==> src/rtl/rs_latch_bank.sv <==
// rtl/rs_latch_bank.sv - clocked multi-channel RS storage bank with glitch filter and conflict counter
module rs_latch_bank #(
  parameter int WIDTH = 4,
  parameter int MODE  = 0,
  parameter int FILT  = 2,
  parameter int CNT_W = 8
) (
  input  logic             clk,
  input  logic             reset_n,
  input  logic [WIDTH-1:0] set,
  input  logic [WIDTH-1:0] reset,
  input  logic             cnt_clr,
  output logic [WIDTH-1:0] q,
  output logic [WIDTH-1:0] q_bar,
  output logic [WIDTH-1:0] conflict,
  output logic [CNT_W-1:0] conflict_cnt
);

  generate
    if (MODE < 0 || MODE > 3 || FILT < 1 || FILT > 15 || WIDTH < 1 || WIDTH > 32 || CNT_W < 1) begin : g_bad_param
      $fatal(1, "rs_latch_bank: illegal parameter set");
    end
  endgenerate

  localparam int SW = ((CNT_W > 6) ? CNT_W : 6) + 1;
  localparam logic [3:0] FILT_V = 4'(FILT);

  logic [WIDTH-1:0][1:0] cand, cand_nxt;
  logic [WIDTH-1:0][3:0] stab, stab_nxt;
  logic [WIDTH-1:0]      q_nxt, conf_nxt;
  logic [1:0]            cmd;
  logic                  same, qual, reach;
  logic [5:0]            events;
  logic [SW-1:0]         sum;
  logic [CNT_W-1:0]      cnt_nxt;

  // Stability filter and command application, one channel per iteration
  always_comb begin
    cand_nxt = cand;
    stab_nxt = stab;
    q_nxt    = q;
    conf_nxt = '0;
    cmd      = 2'b00;
    same     = 1'b0;
    qual     = 1'b0;
    reach    = 1'b0;
    for (int i = 0; i < WIDTH; i++) begin
      cmd  = {set[i], reset[i]};
      same = (cmd == cand[i]);
      if (!same) begin
        cand_nxt[i] = cmd;
        stab_nxt[i] = 4'd1;
      end else if (stab[i] != FILT_V) begin
        stab_nxt[i] = stab[i] + 4'd1;
      end
      qual  = (stab_nxt[i] == FILT_V);
      // "reach" is true only on the edge the count first arrives at FILT
      reach = qual && !(same && stab[i] == FILT_V);
      if (qual) begin
        case (cmd)
          2'b10:   q_nxt[i] = 1'b1;
          2'b01:   q_nxt[i] = 1'b0;
          2'b11: begin
            if (MODE == 0)      q_nxt[i] = 1'b0;
            else if (MODE == 1) q_nxt[i] = 1'b1;
            else if (MODE == 3 && reach) q_nxt[i] = ~q[i];
          end
          default: q_nxt[i] = q[i];
        endcase
      end
      conf_nxt[i] = reach && (cmd == 2'b11);
    end
  end

  always_comb begin
    events = '0;
    for (int i = 0; i < WIDTH; i++) begin
      events = events + 6'(conf_nxt[i]);
    end
    sum = SW'(conflict_cnt) + SW'(events);
    if (sum > SW'({CNT_W{1'b1}})) begin
      cnt_nxt = {CNT_W{1'b1}};
    end else begin
      cnt_nxt = sum[CNT_W-1:0];
    end
  end

  always_ff @(posedge clk) begin
    if (!reset_n) begin
      cand         <= '0;
      for (int i = 0; i < WIDTH; i++) begin
        stab[i] <= FILT_V;
      end
      q            <= '0;
      q_bar        <= '1;
      conflict     <= '0;
      conflict_cnt <= '0;
    end else begin
      cand         <= cand_nxt;
      stab         <= stab_nxt;
      q            <= q_nxt;
      q_bar        <= ~q_nxt;
      conflict     <= conf_nxt;
      conflict_cnt <= cnt_clr ? '0 : cnt_nxt;
    end
  end

endmodule

==> config.mk <==
export PLATFORM = sky130hd
export DESIGN_NAME = rs_latch_bank
export DESIGN_NICKNAME = d
export VERILOG_FILES = /design/src/rtl/rs_latch_bank.sv
export SDC_FILE = /design/constraint.sdc
export NUM_CORES = 1
export LEC_CHECK = 0
export BUFFER_PORTS_ARGS = -buffer_cell sky130_fd_sc_hd__buf_2
export CAP_MARGIN = 5
export CORE_ASPECT_RATIO = 0.9
export CORE_MARGIN = 4
export CORE_UTILIZATION = 25
export DETAILED_ROUTE_END_ITERATION = 16
export GPL_TIMING_DRIVEN = 1
export PLACE_DENSITY_LB_ADDON = 0.15
export SYNTH_ARGS = -nofsm -noshare
export SYNTH_HDL_FRONTEND = slang
export SYNTH_SLANG_ARGS = --single-unit
==> constraint.sdc <==
create_clock -name clk -period 3.4 [get_ports clk]
set_clock_uncertainty 0.15 [all_clocks]
set_input_delay 0.51 -clock clk [delete_from_list [all_inputs] [get_ports clk]]
set_output_delay 0.51 -clock clk [all_outputs]
set_load 0.02 [all_outputs]
* After elaboration in Yosys (flattened, before gate mapping) *
Cells that the tools add are included.

operators by class
  add/sub/neg operators = 8
  $lt $le $gt $ge = 1
  equal/unequal tests = 28
  muxes and demuxes = 17
  bitwise operators = 2
  reduce and logical (&&, ||, !) cells = 21

operators by type and width
  kind                 count
  $eq 4x2->1 const B   8
  $mux 4               8
  $add 4x1->4 const B  4
  $eq 2x2->1 const B   8
  $ne 4x2->1 const B   4
  $logic_and 1x1->1    12
  $reduce_or 2->1      5
  $add 8x4->9          1
  $gt 9x8->1 const B   1
  $eq 2x1->1 const B   4
  $eq 2x2->1           4
  $mux 8               1
  $pmux 1 s2           4
  $add 3x1->4          1
  $logic_not 1->1      4
  $mux 1               4
  $not 4->4            1
  $add 2x1->3          1
  $add 1x1->2          1
  $not 1->1            1

word-level totals
  register bits = 44
  input bits = 11
  output and inout bits = 20
  word-level logic and storage cells = 89

* Longest topological paths before layout *
  depth after elaboration = 12
  mapped depth = 16
  mapped depth without buffers = 16

* Worst setup path after synthesis *
Ideal clock, no wire load.

  kind = reg2reg
  start = register stab[8] (netlist bit)
  end = register conflict_cnt[0]
  setup time = 128 ps
  arrival time = 3155 ps
  slack = -33 ps
  cell stages (with the launch flop) = 16
  cell sequence = dfxtp_1 inv_1 ha_1 nor3b_1 a22oi_1 o31ai_1 nand3_1 nor3b_1 fa_1 inv_1 fa_1 inv_1 fa_1 and3_1 nand3_1 a21oi_1

between the ends
  cells in the longest elaborated chain, start to end = 11
  elaborated cells on any way between the ends = 15

ends and longest elaborated chain
  item                                              RTL line  RTL
  from (decl)                                       29        logic [WIDTH-1:0][3:0] stab, stab_nxt;
  from (signal assigned)                            100       stab <= stab_nxt;
  $add 4x1->4 / $ne 4x2->1 (equally long branches)  54, 53
  $mux 4                                            53        end else if (stab[i] != FILT_V) begin
  $mux 4                                            50        if (!same) begin
  $eq 4x2->1                                        56        qual = (stab_nxt[i] == FILT_V);
  $logic_and 1x1->1 *                               58        reach = qual && !(same && stab[i] == FILT_V);
  $logic_and 1x1->1 *                               71        conf_nxt[i] = reach && (cmd == 2'b11);
  via conf_nxt[2]                                   30        logic [WIDTH-1:0] q_nxt, conf_nxt;
  $add 2x1->3 *                                     78        events = events + 6'(conf_nxt[i]);
  $add 3x1->4 *                                     78
  $add 8x4->9 *                                     80        sum = SW'(conflict_cnt) + SW'(events);
  $gt 9x8->1                                        81        if (sum > SW'({CNT_W{1'b1}})) begin
  $mux 8 *                                          81
  to (signal assigned)                              104       conflict_cnt <= cnt_clr ? '0 : cnt_nxt;
  to (decl)                                         16        output logic [CNT_W-1:0] conflict_cnt

The timed path passes the listed nets; every way through them passes the cells marked *.
A chain may end at the register's enable or synchronous reset.

* Worst setup path after layout *
  start = register stab[8] (netlist bit)
  end = register conflict_cnt[3]

Same word-level chain as after synthesis.

==> results.yml <==
global_route:
  grt_pass1_wl_um: 7107
  grt_pass1_vias: 1515
  overflow: 0
  antenna_found_initial: 0
  grt_use_met2: 0.1335
  grt.total_usage: 0.09373
  use_met1: 0.1352
  use_met3: 0.02673
  grt_max_degree: 24
  grt.busiest_layer: "met1"
setup_path:
  r2r-end: "conflict_cnt[3]"
  end_kind: "register"
  start_kind: "register"
  crit_required_ns: 3.42
  ff2ff_setup_slack_ns: 0.13
  critPathMaxFanout: 6
  path_class: "reg2reg"
  reg2reg_from: "stab[8]"
  worstPathArrival_ns: 3.29
  r2r_cells: 15
finish:
  final_core_util: 0.3303
  drive_above_1_share: 0.2996
  fin_nets: 289
  final_cell_mix: "dfxtp_1, buf_2, nor2_1, buf_4, nand2_1"
  layout_commonest_cell: "dfxtp_1"
  area_growth_pct: 29.15
  num_antenna_cells: 0
  finalNonFillerCells: 366
floorplan:
  die_area_um2: 9685
  design.core.area_um2: 7990
  die_x_um: 103.3
  ios: 31
  die_h_um: 93.77
  num_rows: 31
  start_util: 0.2557
logic_synthesis:
  syn_inst: 217
  synth_top_area_frac: 0.4311
  ys_seq_area_frac: 0.4311
  synth.distinct_cells: 42
  ys_ff_latch: 44
  synth_nets: 240
  yosys_warnings: 0
  synth.cell_area_um2: 2043
  synth_area_leaders: "dfxtp_1, xnor2_1, ha_1"
  syn_avg_cell_area_um2: 9.416
  synth_top_area_cell: "dfxtp_1"
detailed_routing:
  drt_wl_total_um: 4352
  dr.pass1.iters: 4
  drc: 0
  drtIter0Drc: 27
  wl_per_cell_um: 11.89
  ant_nets: 0
  routed-via-count: 1619
  viasPerCell: 4.423
clock_network:
  cts_tree: "yes"
  cts_sinks: 44
  cts_max_level: 2
  clockRootBuffer: "clkbuf_8"
  path_clk_slew_ns: 0.09
  clock_latency_ns: 0.29
  cts_made_buffers: 5
  clock_path_buffers: 2
  cts_hold_buf: 0
timing:
  fmax_mhz: 305.9
  setup_viol: 0
  slew-limit-headroom: 0.6965
  min_period_ns: 3.269
  finalHoldViolCount: 0
  finalCritPeriodShare: 0.9615
  drv_slew: 0
  worst_pin_slew_ns: 0.4552
  rsz0062_at_grt: "yes"
  setup_tns_ns: 0
power_and_ir_drop:
  p_leak_uw: 0.001102
  ir_drop_mv: 0.2123
  powerDensity_nw_per_um2: 425.6
worst_hold_path:
  whs_path_depth: 2
  hold_start: "reset[3]"
  whs_endpoint: "cand[6]"
  hp-class: "in2reg"
placed_design:
  dpl.hpwl_um: 3200
  dp.cells: 357
  gp_congestion: 0.7159
  io_buffers: 30
job:
  cap_violations: 0
status:
  status: "complete, no violations"
## layer usage
layer,routed length (um),up-vias
li1,-,844
met1,2210,749
met2,1926,21
met3,175,5
met4,40,0
met5,0,-
## power breakdown
part	internal [uW]	total (uW)	switching, uW
clock network	218	402	184
logic	81.8	168	86.0
registers	535	553	18.3
total	835	1120	288
## worst max-delay path: stages (launching register included)
cell and delay, ns:
dfxtp_4 0.39, inv_4 0.04, ha_4 0.16, nor3_2 0.12, a31oi_1 0.08, o31ai_2 0.28, nand3_1 0.14, nor3b_2 0.25
fa_1 0.46, inv_2 0.07, fa_2 0.20, inv_2 0.04, fa_2 0.38, and3_4 0.18, nand3_4 0.13, a21oi_2 0.06
## cells by family (layout without fill, tap and decap cells)
logic type / Yosys count / count (layout) / synth area share
muxes: 4 / 4 / 0.02266
xor gates and xnor gates: 21 / 21 / 0.09002
DFF: 44 / 44 / 0.4311
adders and majority gates: 12 / 12 / 0.08451
and+or+nand+nor: 86 / 86 / 0.2290
buffers and inverters: 17 / 67 / 0.03123
AOI/OAI and AO/OA: 33 / 33 / 0.1114
## what timing repair did
item                                    CTS  global route
resized for setup                         2            26
pin swaps                                 0            11
endpoints found under the setup margin    6             8
buffers inserted                          0             1
## worst max path at each step
stage,start,endpoint,cells after the start
final,stab[8],conflict_cnt[3],15
after global routing,stab[8],conflict_cnt[1],15
after CTS,stab[8],conflict_cnt[0],15
after detailed placement,stab[8],conflict_cnt[4],15
after global placement,stab[8],conflict_cnt[0],15
after floorplan,stab[8],conflict_cnt[0],15
## cells in the mapped netlist, drive strengths merged
cell type   n
a211oi      2
a21oi      11
a22oi       1
a311oi      1
a31oi       2
a32o        1
and2        8
and3        5
and4        2
buf         1
clkbuf      2
clkinv      1
dfxtp      44
fa          3
ha          9
inv        13
mux2        2
mux2i       2
nand2      13
nand2b      7
nand3      11
nand3b      2
nand4       1
nand4b      1
nor2       15
nor2b       6
nor3        4
nor3b       4
nor4        3
nor4b       1
o211a       3
o211ai      3
o21a        1
o21ai       5
o221a       1
o221ai      1
o31ai       1
or2b        1
or3         2
xnor2      13
xor2        8
## per-stage QoR
| step | cell area, um^2 | hold WS (ns) | power (uW) | setup slack, ns |
|---|---|---|---|---|
| 2_1_floorplan | 2048 | 0.3620 | 666.0 | 0.1189 |
| 3_3_place_gp | 2416 | 0.3316 | 721.8 | -0.02287 |
| 3_5_place_dp | 2416 | 0.3331 | 719.1 | -0.1424 |
| 4_1_cts | 2537 | 0.3050 | 1127 | 0.0005940 |
| 5_1_grt | 2639 | 0.3129 | 1192 | -0.08681 |
| 6_report | 2639 | 0.3090 | 1123 | 0.1308 |
## registers in the layout, indices dropped and copies added, names as in the netlist
| register | flops |
|---|---|
| conflict_cnt | 8 |
| q_bar | 4 |
| stab | 16 |
| conflict | 4 |
| cand | 8 |
| q | 4 |
## cell type report
cell class              instances  area, um^2
flip-flops and latches         44       889.6
clock inverters                 3       42.54
multi-input cells             156        1196
repair buffers                 45       262.8
fillers                       861        5351
clock buffers                   5       68.82
well taps                      99       123.9
inverters                      14       55.05
Note: power is estimated with default switching activity, not from simulation.
